`config.mk`:
```
export PLATFORM = sky130hd
export DESIGN_NAME = bcd_disp_mux
export DESIGN_NICKNAME = d
export VERILOG_FILES = /design/src/rtl/bcd_disp_pkg.sv /design/src/rtl/bcd_to_sseg.sv /design/src/rtl/bcd_disp_mux.sv
export SDC_FILE = /design/constraint.sdc
export NUM_CORES = 1
export LEC_CHECK = 0
export ABC_AREA = 0
export CAP_MARGIN = 5
export CORE_MARGIN = 2
export CORE_UTILIZATION = 40
export DETAILED_ROUTE_END_ITERATION = 12
export PLACE_DENSITY_LB_ADDON = 0.05
export SYNTH_ARGS = -nofsm -noshare
export SYNTH_HDL_FRONTEND = slang
export SYNTH_SLANG_ARGS = --single-unit
```
`constraint.sdc`:
```
create_clock -name clk -period 3 [get_ports clk]
set_input_delay 0.3 -clock clk [delete_from_list [all_inputs] [get_ports clk]]
set_output_delay 0.3 -clock clk [all_outputs]
set_load 0.1 [all_outputs]
```
`src/rtl/bcd_disp_pkg.sv`:
```
// Shared segment constants for the multiplexed BCD display driver.
// Segment codes are active-low {dp,g,f,e,d,c,b,a}; dp bit is left off (1) here.
package bcd_disp_pkg;

  localparam logic [7:0] SEG_0     = 8'hC0;
  localparam logic [7:0] SEG_1     = 8'hF9;
  localparam logic [7:0] SEG_2     = 8'hA4;
  localparam logic [7:0] SEG_3     = 8'hB0;
  localparam logic [7:0] SEG_4     = 8'h99;
  localparam logic [7:0] SEG_5     = 8'h92;
  localparam logic [7:0] SEG_6     = 8'h82;
  localparam logic [7:0] SEG_7     = 8'hF8;
  localparam logic [7:0] SEG_8     = 8'h80;
  localparam logic [7:0] SEG_9     = 8'h90;
  localparam logic [7:0] SEG_DASH  = 8'hBF;
  localparam logic [7:0] SEG_BLANK = 8'hFF;
  localparam logic [3:0] AN_OFF    = 4'b1111;

  // Non-decimal codes (A-F) show a dash so a corrupted counter is visible.
  function automatic logic [7:0] bcd_seg_code(input logic [3:0] bcd);
    logic [7:0] code;
    code = SEG_DASH;
    case (bcd)
      4'd0: code = SEG_0;
      4'd1: code = SEG_1;
      4'd2: code = SEG_2;
      4'd3: code = SEG_3;
      4'd4: code = SEG_4;
      4'd5: code = SEG_5;
      4'd6: code = SEG_6;
      4'd7: code = SEG_7;
      4'd8: code = SEG_8;
      4'd9: code = SEG_9;
      default: code = SEG_DASH;
    endcase
    return code;
  endfunction

endpackage

```
`src/rtl/bcd_to_sseg.sv`:
```
// Combinational BCD to seven-segment decoder (active-low {g,f,e,d,c,b,a}).
// Digits A-F decode to a dash (segment g only).
module bcd_to_sseg
  import bcd_disp_pkg::*;
(
  input  logic [3:0] i_bcd,
  output logic [6:0] o_seg
);

  logic [7:0] w_code;

  assign w_code = bcd_seg_code(i_bcd);
  assign o_seg  = w_code[6:0];

endmodule

```
`src/rtl/bcd_disp_mux.sv`:
```
// Four-digit time-multiplexed common-anode display driver with per-frame snapshot.
// Optional leading-zero blanking is enabled by defining BCD_DISP_LZB_EN.
module bcd_disp_mux
  import bcd_disp_pkg::*;
#(
  parameter int REFRESH_BITS = 18
) (
  input  logic       clk,
  input  logic       reset,
  input  logic [3:0] d3,
  input  logic [3:0] d2,
  input  logic [3:0] d1,
  input  logic [3:0] d0,
  input  logic [3:0] dp_in,
  output logic [3:0] an,
  output logic [7:0] sseg,
  output logic       frame_tick
);

  logic [REFRESH_BITS-1:0] r_q;
  logic [3:0][3:0]         r_dig;
  logic [3:0]              r_dp;
  logic [3:0]              r_an;
  logic [7:0]              r_sseg;
  logic                    r_tick;

  logic                    w_wrap;
  logic [1:0]              w_sel;
  logic [3:0]              w_dig;
  logic [6:0]              w_seg7;
  logic                    w_blank;
  logic [3:0]              w_an_next;
  logic [7:0]              w_seg_next;

  assign w_wrap = &r_q;
  assign w_sel  = r_q[REFRESH_BITS-1 -: 2];
  assign w_dig  = r_dig[w_sel];

  // Prescaler and frame snapshot; the wrap edge captures whatever is on the inputs.
  always_ff @(posedge clk or posedge reset) begin
    if (reset) begin
      r_q   <= '0;
      r_dig <= '0;
      r_dp  <= '0;
    end else begin
      r_q <= r_q + 1'b1;
      if (w_wrap) begin
        r_dig <= {d3, d2, d1, d0};
        r_dp  <= dp_in;
      end
    end
  end

  bcd_to_sseg u_dec (
    .i_bcd (w_dig),
    .o_seg (w_seg7)
  );

`ifdef BCD_DISP_LZB_EN
  // A slot is a leading zero only if it and every more significant digit are zero.
  always_comb begin
    w_blank = 1'b0;
    case (w_sel)
      2'd3: w_blank = (r_dig[3] == 4'd0);
      2'd2: w_blank = (r_dig[3] == 4'd0) && (r_dig[2] == 4'd0);
      2'd1: w_blank = (r_dig[3] == 4'd0) && (r_dig[2] == 4'd0) && (r_dig[1] == 4'd0);
      default: w_blank = 1'b0;
    endcase
  end
`else
  assign w_blank = 1'b0;
`endif

  assign w_an_next  = w_blank ? AN_OFF : ~(4'b0001 << w_sel);
  assign w_seg_next = w_blank ? SEG_BLANK : {~r_dp[w_sel], w_seg7};

  always_ff @(posedge clk or posedge reset) begin
    if (reset) begin
      r_an   <= AN_OFF;
      r_sseg <= SEG_BLANK;
      r_tick <= 1'b0;
    end else begin
      r_an   <= w_an_next;
      r_sseg <= w_seg_next;
      r_tick <= w_wrap;
    end
  end

  assign an         = r_an;
  assign sseg       = r_sseg;
  assign frame_tick = r_tick;

endmodule

```
* After elaboration in Yosys (flattened, before gate mapping)
Memory sizes are Yosys's and may differ from the RTL's. A register that Yosys moved wholly into a read port is not among the register bits. Index checks and enable logic that the tools add are counted. Widths: inputs -> output; s select.
Cells by class: add/sub/neg operators 1, $lt $le $gt $ge 1, shift operators 1, muxes and demuxes 4, bitwise gates (word level) 2, reductions and logical operators 1
Operator list (count):
- $add 18x1->18 const B | 1
- $reduce_and 18->1 | 1
- $bmux 4 s2 | 1
- $mux 4 | 1
- $not 4->4 | 1
- $shl 1x2->4 const A | 1
- $lt 2x3->1 const B | 1
- $bmux 1 s2 | 1
- $mux 1 | 1
- $not 1->1 | 1
Word-level totals: bits in registers 51, memory bits (read-only) 112, input port bits 22, word-level logic and storage cells 20, memories 1
Memory list:
- (name not given) | depth 16, width 7, read ports 1, clocked after Yosys merged registers in 1, wr ports 0, line bcd_disp_pkg.sv:23 | case (bcd)

* Longest topological paths before layout
Gate-level depths: netlist of run 1.
word-level depth 3, depth in mapped cells 7, depth with buffers taken out 6

* Modules after synthesis
Synthesis of run 1 repeated with hierarchy kept, for this count alone.
Unflattened totals: cells, all modules 165, area total of the unflattened synthesis 2334.7 sq um
By module, submodules not included:
- bcd_disp_mux | instances 1, cells an instance 134, area each 2094.5 sq um, seq. area each 1291.2 sq um
- bcd_to_sseg | instances 1, cells an instance 31, area each 240.2 sq um, seq. area each 0.0 sq um

* Least setup slack after synthesis of run 1
No wires, ideal clock.
kind reg2reg, start reg r_q[16], end reg r_sseg[3] (netlist: sseg[3]), arrival 1564 ps, setup slack 1363 ps, stages on the path, launching flop included 7, clock period less this slack 1637 ps, cell sequence dfrtp_1 -> mux4_2 -> inv_1 -> ha_1 -> nand2_1 -> o21ai_0 -> a21oi_1
Between the ends: longest elaborated chain between the ends 2
Ends and longest elaborated chain:
- from (decl) | line bcd_disp_mux.sv:20 | logic [REFRESH_BITS-1:0] r_q;
- from (signal assigned) | line bcd_disp_mux.sv:46 | r_q <= r_q + 1'b1;
- $bmux 4 s2 | line bcd_disp_mux.sv:37 | assign w_dig = r_dig[w_sel];
- $mux 4 (implied by the code) | line bcd_disp_mux.sv:37
- to (decl) | line bcd_disp_mux.sv:24 | logic [7:0] r_sseg;
Every way passes these cells. The select of a mux whose other input is x is not followed. A chain may end at the register's enable or synchronous reset.

* Worst setup path after layout of run 1
Ends and elaborated chain as after synthesis.

==> results.yml, run 1 <==
outcome:
  status: "finished, final reports clean"
global_route:
  antenna_found_initial: 0
  grt_pass1_vias: 1434
  grt_pass1_wl_um: 6796
  grt_max_degree: 52
  grt_overflow: 0
  track_usage_pct: 14.02
cts:
  cts_tree: "yes"
  postCtsSetupBuffers: 0
  cts_resized: 0
  htree_levels: 2
  clkTransAtPathRegs_ns: 0.09
  cts_made_buffers: 5
  max-clock-path-buffers: 2
  cts_root_buffer: "clkbuf_8"
  holdBufCountCts: 0
  worstSkewPairLatency_ns: 0.30
  cts_sinks: 51
critical_path:
  crit_path_top_delay_cell: "dfrtp_1"
  worstSetupPathType: "reg2reg"
  rr_worst_depth: 6
  worst_ep_arrival_time_ns: 2.32
  path_delay_family: "flip-flops"
  worst_path_largest_cell_delay_ns: 0.68
  path_cells: "mux4_2, inv_1, ha_1, nand2_1, o21ai_0, a21oi_1"
  timing.rr.end: "sseg[3]$_DFF_PP1_"
  cp_num_buf_inv: 1
  ff2ff_setup_slack_ns: 0.91
  critPathRequiredTime_ns: 3.23
  r2r_start: "r_q[16]$_DFF_PP0_"
  crit_fanout: 12
  cp-end-kind: "register"
  cp-start-kind: "register"
drt:
  postRouteAntennaNets: 0
  drc: 0
  drtIter0Drc: 42
  first_pass_iters: 5
  vias_per_cell: 4.868
  wirelength_um: 3963
  vias: 1329
  wire_per_inst_um: 14.52
synthesis:
  yosysWarningCount: 0
  yosysMostFrequentCell: "dfrtp_1"
  synthTopCellsByCount: "39 x dfrtp_1, 20 x mux2_4, 12 x dfstp_2"
  syn_area_per_cell_sq_um: 14.21
  synth-edff-count: 0
  ys_types: 34
  ys_top_cells_by_area: "dfrtp_1 42%, dfstp_2 14%, mux2_4 13%"
  ys_ff_latch: 51
  ys.flop_type: "dfrtp_1"
  synth.yosys.seq_area_share_pct: 55.75
  synth_fp_nets: 192
  synthArstFlopShare_pct: 100.0
  synth_top_area_share_pct: 42.14
  synth_area_sq_um: 2316
  synth_area_leader_cell: "dfrtp_1"
  netlist_instances: 163
job:
  maxCapViolCount: 0
place:
  gp_congestion: 0.7804
  portBuffers: 34
  place_ws_ns: 0.8888
  place_hpwl_um: 2764
timing:
  hold_viol: 0
  slew_violations: 0
  setup_viol: 0
  fin_ws_ns: 0.9088
  max_freq_ghz: 0.4782
  slew_headroom_pct: 32.18
  rsz0062_at_grt: "false"
  final.setup_skew_ns: 0.006632
  setup_tns_ns: 0
  finalCriticalPeriod_ns: 2.091
  post-route-period-util_pct: 69.71
  tightest_slew_ns: 1.016
die:
  die_x_um: 80.09
  die_area_sq_um: 6414
  start_util_pct: 41.80
  die_h_um: 80.09
  io_pins: 35
  core_sq_um: 5540
  fp-row-count: 27
cells_and_area:
  multi_input_comb_area_sq_um: 958.4
  num-fill-cells: 488
  final_layout_size_suffix_gt1_share_pct: 31.84
  seqCellArea_sq_um: 1291
  nets: 229
  area_growth_pct: 19.23
  n_antenna_cell: 0
power:
  peakVddDrop_mv: 0.2520
  p_leak_nw: 1.302
  powerDensity_nw_per_um2: 458.9
min_path:
  whs_endpoint: "r_q[12]$_DFF_PP0_"
  min-delay-start: "r_q[12]$_DFF_PP0_"
  hold_class: "reg2reg"
  min_path_cells: 1
[kinds of logic (layout without fill, tap and decap cells)]
| kind of cell | Yosys count | count (layout) | synth area share, % |
|---|---|---|---|
| flip-flops | 51 | 51 | 55.75 |
| AND/OR/NAND/NOR | 39 | 39 | 10.32 |
| multiplexers | 29 | 29 | 19.07 |
| XOR/XNOR | 16 | 16 | 6.051 |
| buffers and inverters | 12 | 50 | 2.864 |
| AO/OA/AOI/OAI | 9 | 9 | 2.161 |
| adder cells (fa/ha/maj) | 7 | 7 | 3.782 |
[per-layer routing]
metal	routed length [um]	track usage (%)	up-vias	share of wire (%)
met3	167	3.820	6	4.2
met2	2091	24.50	25	53
met1	1660	16.52	667	42
met4	44	4.915	0	1.1
li1	-	-	631	-
met5	0	0	-	0
[worst register-to-register path: stages (launching register included)]
cell,delay (ns)
dfrtp_1,0.68
mux4_2,0.66
inv_1,0.13
ha_1,0.23
nand2_1,0.07
o21ai_0,0.08
a21oi_1,0.17
[power by group]
group	switching, mW	leakage, nW	internal [mW]
logic	0.102	0.652	0.0646
registers	0.00967	0.610	0.715
clock network	0.209	0.0395	0.166
total	0.321	1.30	0.946
[cell usage in the layout, fill, tap and decap left out, drive strengths merged, types with 2 or more instances in the layout]
cell           synthesis  layout
xor2                   9       9
nor2                   8       8
and3                   2       2
nand4                  3       3
dfstp                 12      12
o21ai                  3       3
clkbuf                 0       8
xnor2                  7       7
ha                     7       7
buf                    5      14
a21oi                  4       4
mux2i                  4       4
mux2                  21      21
clkdlybuf4s50          0      21
nand2b                 3       3
nor3                   3       3
dfrtp                 39      39
mux4                   4       4
inv                    7       7
and2                   2       2
nand2                  8       8
nand3                  7       7
[registers in the layout (all words and copies together) (netlist names)]
register / count
r_q: 18
sseg: 8
r_dp: 4
r_dig: 16
an: 4
frame_tick: 1
[worst max-delay path by stage]
| stage | cells after the start | from | slack (ns) | endpoint |
|---|---|---|---|---|
| 3_3_place_gp | 6 | r_q[16]$_DFF_PP0_ | 0.98 | sseg[3]$_DFF_PP1_ |
| 6_report | 6 | r_q[16]$_DFF_PP0_ | 0.91 | sseg[3]$_DFF_PP1_ |
| 3_5_place_dp | 6 | r_q[16]$_DFF_PP0_ | 0.89 | sseg[3]$_DFF_PP1_ |
| 2_1_floorplan | 6 | r_q[16]$_DFF_PP0_ | 1.36 | sseg[3]$_DFF_PP1_ |
| 5_1_grt | 6 | r_q[16]$_DFF_PP0_ | 0.70 | sseg[3]$_DFF_PP1_ |
| 4_1_cts | 6 | r_q[16]$_DFF_PP0_ | 0.86 | sseg[3]$_DFF_PP1_ |
[through the flow]
step / util, % / hold slack (ns) / cells / instance area, sq um / power [mW]
2_1_floorplan: - / 0.4380 / 163 / 2316 / 0.8543
3_3_place_gp: 48.40 / 0.4591 / 265 / 2681 / 0.9054
3_5_place_dp: 48.40 / 0.4621 / 265 / 2681 / 0.9066
4_1_cts: 49.84 / 0.4777 / 273 / 2761 / 1.284
5_1_grt: 49.84 / 0.4931 / 273 / 2761 / 1.333
6_report: 49.84 / 0.4724 / 273 / 2761 / 1.267
[final cells by class]
cell class	instances	share of cell area, %
clock buffer	8	2.900
inverter	7	0.9515
multi-input combinational	100	34.71
sequential	51	46.76
tap	72	3.262
timing repair buffer	35	11.42
(Power assumes the default switching activity.)
==> inputs of run 2 (changes only) <==
clock period = 2.1 ns   (was 3 ns; I/O delays follow)
==> results.yml, run 2 (synthesis gave the netlist of run 1 again) <==
critical_path:
  cp-end-kind: "register"
  cp-start-kind: "register"
  rr_worst_depth: 7
  timing.rr.end: "sseg[3]$_DFF_PP1_"
  worstSetupPathType: "reg2reg"
  crit_path_top_delay_cell: "dfrtp_1"
  crit_start: "r_q[17]$_DFF_PP0_"
  ff2ff_setup_slack_ns: 0.31
  worst_path_largest_cell_delay_ns: 0.44
  crit_fanout: 9
  path_cells: "buf_4, mux4_2, inv_1, ha_1, nand2_1, o21ai_0, a21oi_1"
  r2r_start: "r_q[17]$_DFF_PP0_"
  worst_ep_arrival_time_ns: 2.03
  critPathRequiredTime_ns: 2.33
cells_and_area:
  top_register: "r_q"
  num-fill-cells: 490
  final_cell_mix: "39 x dfrtp_1, 21 x clkdlybuf4s50_1, 20 x mux2_4"
  final_layout_size_suffix_gt1_share_pct: 33.82
  finalInstanceArea_sq_um: 2808
  nets: 232
  largest_reg_flops: 18
  mostFrequentLayoutCell: "dfrtp_1"
  n_antenna_cell: 0
  area_growth_pct: 21.23
  seqCellArea_sq_um: 1291
  multi_input_comb_area_sq_um: 958.4
  utilization_pct: 50.68
cts:
  postCtsSetupBuffers: 0
  cts_sinks: 51
  cts_tree: "yes"
  cts_root_buffer: "clkbuf_8"
  max-clock-path-buffers: 2
  htree_levels: 2
  worstSkewPairLatency_ns: 0.30
  holdBufCountCts: 0
  cts_resized: 0
  clkTransAtPathRegs_ns: 0.09
  cts_made_buffers: 5
min_path:
  hold_class: "in2async"
place:
  gp_congestion: 0.7677
  place_ws_ns: 0.3222
  portBuffers: 34
  place_hpwl_um: 2762
  place_area_sq_um: 2716
drt:
  wire_per_inst_um: 14.19
  drc: 0
  drtIter0Drc: 73
  vias_per_cell: 4.659
  postRouteAntennaNets: 0
  first_pass_iters: 4
  wirelength_um: 3916
  vias: 1286
power:
  powerDensity_nw_per_um2: 663.3
  p_leak_nw: 1.331
  peakVddDrop_mv: 0.3376
  p_total_mw: 1.862
timing:
  hold_viol: 0
  final.setup_skew_ns: 0.01051
  slew_headroom_pct: 73.45
  finalCriticalPeriod_ns: 1.794
  fin_ws_ns: 0.3058
  setup_viol: 0
  tightest_slew_ns: 0.3949
  setup_tns_ns: 0
  slew_violations: 0
  post-route-period-util_pct: 85.44
  rsz0062_at_grt: "false"
  max_freq_ghz: 0.5574
job:
  maxCapViolCount: 0
global_route:
  track_usage_pct: 13.69
  antenna_found_initial: 0
  grt_pass1_vias: 1351
  grt_max_degree: 52
  grt_pass1_wl_um: 6486
  grt_overflow: 0
die:
  start_util_pct: 41.80
  io_pins: 35
  core_sq_um: 5540
  fp-row-count: 27
  die_area_sq_um: 6414
  die_x_um: 80.09
  die_h_um: 80.09
outcome:
  status: "finished, final reports clean"
-- run 2: cell types whose count changed in the layout (fill, tap and decap cells not counted) --
cell | previous run | this run
clkbuf_1 | 3 | 1
clkbuf_8 | 5 | 6
buf_12 | 0 | 1
buf_4 | 14 | 16
clkinv_2 | 0 | 1
-- run 2: layout make-up --
class,count,area share (%)
Sequential cell,51,45.99
Multi-Input combinational cell,100,34.14
Tap cell,72,3.209
Timing Repair Buffer,38,12.48
Clock buffer,7,3.075
Inverter,7,0.9358
Clock inverter,1,0.1783
-- run 2: how the worst max path moves through the flow --
| stage | endpoint | slack, ns | depth (start not counted) |
|---|---|---|---|
| 2_1_floorplan | sseg[3]$_DFF_PP1_ | 0.46 | 6 |
| 3_3_place_gp | sseg[3]$_DFF_PP1_ | 0.31 | 7 |
| 3_5_place_dp | sseg[3]$_DFF_PP1_ | 0.32 | 7 |
| 4_1_cts | sseg[3]$_DFF_PP1_ | 0.29 | 7 |
| 5_1_grt | sseg[3]$_DFF_PP1_ | 0.13 | 7 |
| 6_report | sseg[3]$_DFF_PP1_ | 0.31 | 7 |
-- run 2: worst max-delay path: cells and delay by family (launching register included) --
kind	cells	cell delay (ns)
compound gates	2	0.24
flops	1	0.44
mux	1	0.39
buf+inv	2	0.34
fa+ha+maj	1	0.24
simple gates	1	0.07
-- run 2: routing by layer --
| layer | share of wire [%] | up-vias | GRT usage, % |
|---|---|---|---|
| met5 | 0 | - | 0 |
| met4 | 0.38 | 0 | 3.559 |
| met3 | 4.1 | 2 | 4.944 |
| met2 | 51 | 17 | 22.67 |
| met1 | 44 | 637 | 16.99 |
| li1 | - | 630 | - |
-- run 2: through the flow --
| stage | hold slack, ns | std cells |
|---|---|---|
| global placement | 0.4583 | 268 |
| floorplan | 0.3585 | 163 |
| CTS | 0.2591 | 276 |
| global route | 0.2956 | 276 |
| finish | 0.2600 | 276 |
| detailed placement | 0.4613 | 268 |
-- run 2: power breakdown --
part           leakage [nW]  switching [mW]  internal [mW]
clock                0.0482           0.317          0.267
combinational         0.672           0.147         0.0962
sequential            0.610          0.0134           1.02
==> inputs of run 3 (changes only) <==
CORE_MARGIN = not set   (was 2)
CTS_BUF_LIST = sky130_fd_sc_hd__clkbuf_4   (was not set)
==> results.yml, run 3 (synthesis gave the netlist of run 1 again) <==
place:
  gp_congestion: 0.7099
  portBuffers: 34
  place_hpwl_um: 2783
  place_ws_ns: 0.2861
drt:
  drc: 0
  first_pass_iters: 4
  vias: 1309
  wire_per_inst_um: 14.09
  wirelength_um: 3890
  vias_per_cell: 4.743
  postRouteAntennaNets: 0
  drtIter0Drc: 49
cts:
  cts_sinks: 51
  holdBufCountCts: 0
  cts_resized: 0
  htree_levels: 2
  cts_made_buffers: 5
  cts_tree: "yes"
  cts_root_buffer: "clkbuf_4"
  postCtsSetupBuffers: 0
  worstSkewPairLatency_ns: 0.37
  clkTransAtPathRegs_ns: 0.15
  max-clock-path-buffers: 2
global_route:
  grt_util_met1_pct: 17.24
  grt_pass1_vias: 1443
  track_usage_pct: 14.54
  grt_max_degree: 33
  busiest_layer: "met2"
  grt_pass1_wl_um: 6686
  met3_usage_pct: 4.302
  antenna_found_initial: 0
  use_met2_pct: 24.91
  grt_overflow: 0
cells_and_area:
  final_cell_mix: "39 x dfrtp_1, 21 x clkdlybuf4s50_1, 20 x mux2_4"
  mostFrequentLayoutCell: "dfrtp_1"
  utilization_pct: 50.07
  area_growth_pct: 19.77
  final_layout_size_suffix_gt1_share_pct: 34.31
  num-fill-cells: 508
  multi_input_comb_area_sq_um: 958.4
  seqCellArea_sq_um: 1291
  nets: 232
  top_register: "r_q"
  n_antenna_cell: 0
  largest_reg_flops: 18
power:
  p_leak_nw: 1.314
  powerDensity_nw_per_um2: 620.6
  peakVddDrop_mv: 0.3073
timing:
  setup_tns_ns: 0
  tightest_slew_ns: 0.4377
  slew_headroom_pct: 70.78
  finalCriticalPeriod_ns: 1.810
  rsz0062_at_grt: "false"
  setup_viol: 0
  max_freq_ghz: 0.5524
  slew_violations: 0
  final.setup_skew_ns: 0.01617
  fin_ws_ns: 0.2898
  post-route-period-util_pct: 86.20
  hold_viol: 0
critical_path:
  timing.rr.end: "sseg[3]$_DFF_PP1_"
  worst_ep_arrival_time_ns: 2.12
  rr_worst_depth: 7
  ff2ff_setup_slack_ns: 0.29
  crit_fanout: 9
  cp-end-kind: "register"
  r2r_start: "r_q[17]$_DFF_PP0_"
  worstSetupPathType: "reg2reg"
  critPathRequiredTime_ns: 2.41
  cp-start-kind: "register"
min_path:
  hold_class: "in2async"
die:
  die_area_sq_um: 6098
  core_sq_um: 5540
  io_pins: 35
  die_h_um: 78.09
  start_util_pct: 41.80
  fp-row-count: 27
  die_x_um: 78.09
job:
  maxCapViolCount: 0
outcome:
  status: "finished, final reports clean"
[run 3: worst max path at each step]
stage	from	to	slack [ns]
global route	r_q[17]$_DFF_PP0_	sseg[3]$_DFF_PP1_	0.11
detailed placement	r_q[17]$_DFF_PP0_	sseg[3]$_DFF_PP1_	0.29
finish	r_q[17]$_DFF_PP0_	sseg[3]$_DFF_PP1_	0.29
CTS	r_q[17]$_DFF_PP0_	sseg[3]$_DFF_PP1_	0.26
global placement	r_q[17]$_DFF_PP0_	sseg[3]$_DFF_PP1_	0.31
floorplan	r_q[16]$_DFF_PP0_	sseg[3]$_DFF_PP1_	0.46
[run 3: final cells by class]
cell class | count | area share [%]
Clock buffer | 6 | 1.624
Inverter | 7 | 0.9472
Clock inverter | 2 | 0.4511
Sequential cell | 51 | 46.55
Multi-Input combinational cell | 100 | 34.55
Timing Repair Buffer | 38 | 12.63
Tap cell | 72 | 3.248
[run 3: critical path, cell delays in order (launching register included)]
cell and delay [ns]:
dfrtp_1 0.46, buf_4 0.22, mux4_2 0.40, inv_1 0.14, ha_1 0.24, nand2_1 0.07
o21ai_0 0.09, a21oi_1 0.15
[run 3: report_power, final]
group	internal (mW)	switching (mW)	total, mW
Sequential	1.02	0.0142	1.04
Clock	0.143	0.298	0.441
Combinational	0.0960	0.148	0.244
[run 3: per-stage QoR]
step | instance area (sq um) | hold WS, ns | total power [mW] | instances
2_1_floorplan | 2316 | 0.3585 | 1.220 | 163
3_3_place_gp | 2716 | 0.4575 | 1.296 | 268
3_5_place_dp | 2716 | 0.4704 | 1.301 | 268
4_1_cts | 2774 | 0.1441 | 1.746 | 276
5_1_grt | 2774 | 0.1687 | 1.806 | 276
6_report | 2774 | 0.1392 | 1.722 | 276
[run 3: metal layers]
layer	part of all wire, %	wire [um]
met4	1.4	55
met3	3.4	134
met1	44	1720
met2	51	1980
met5	0	0
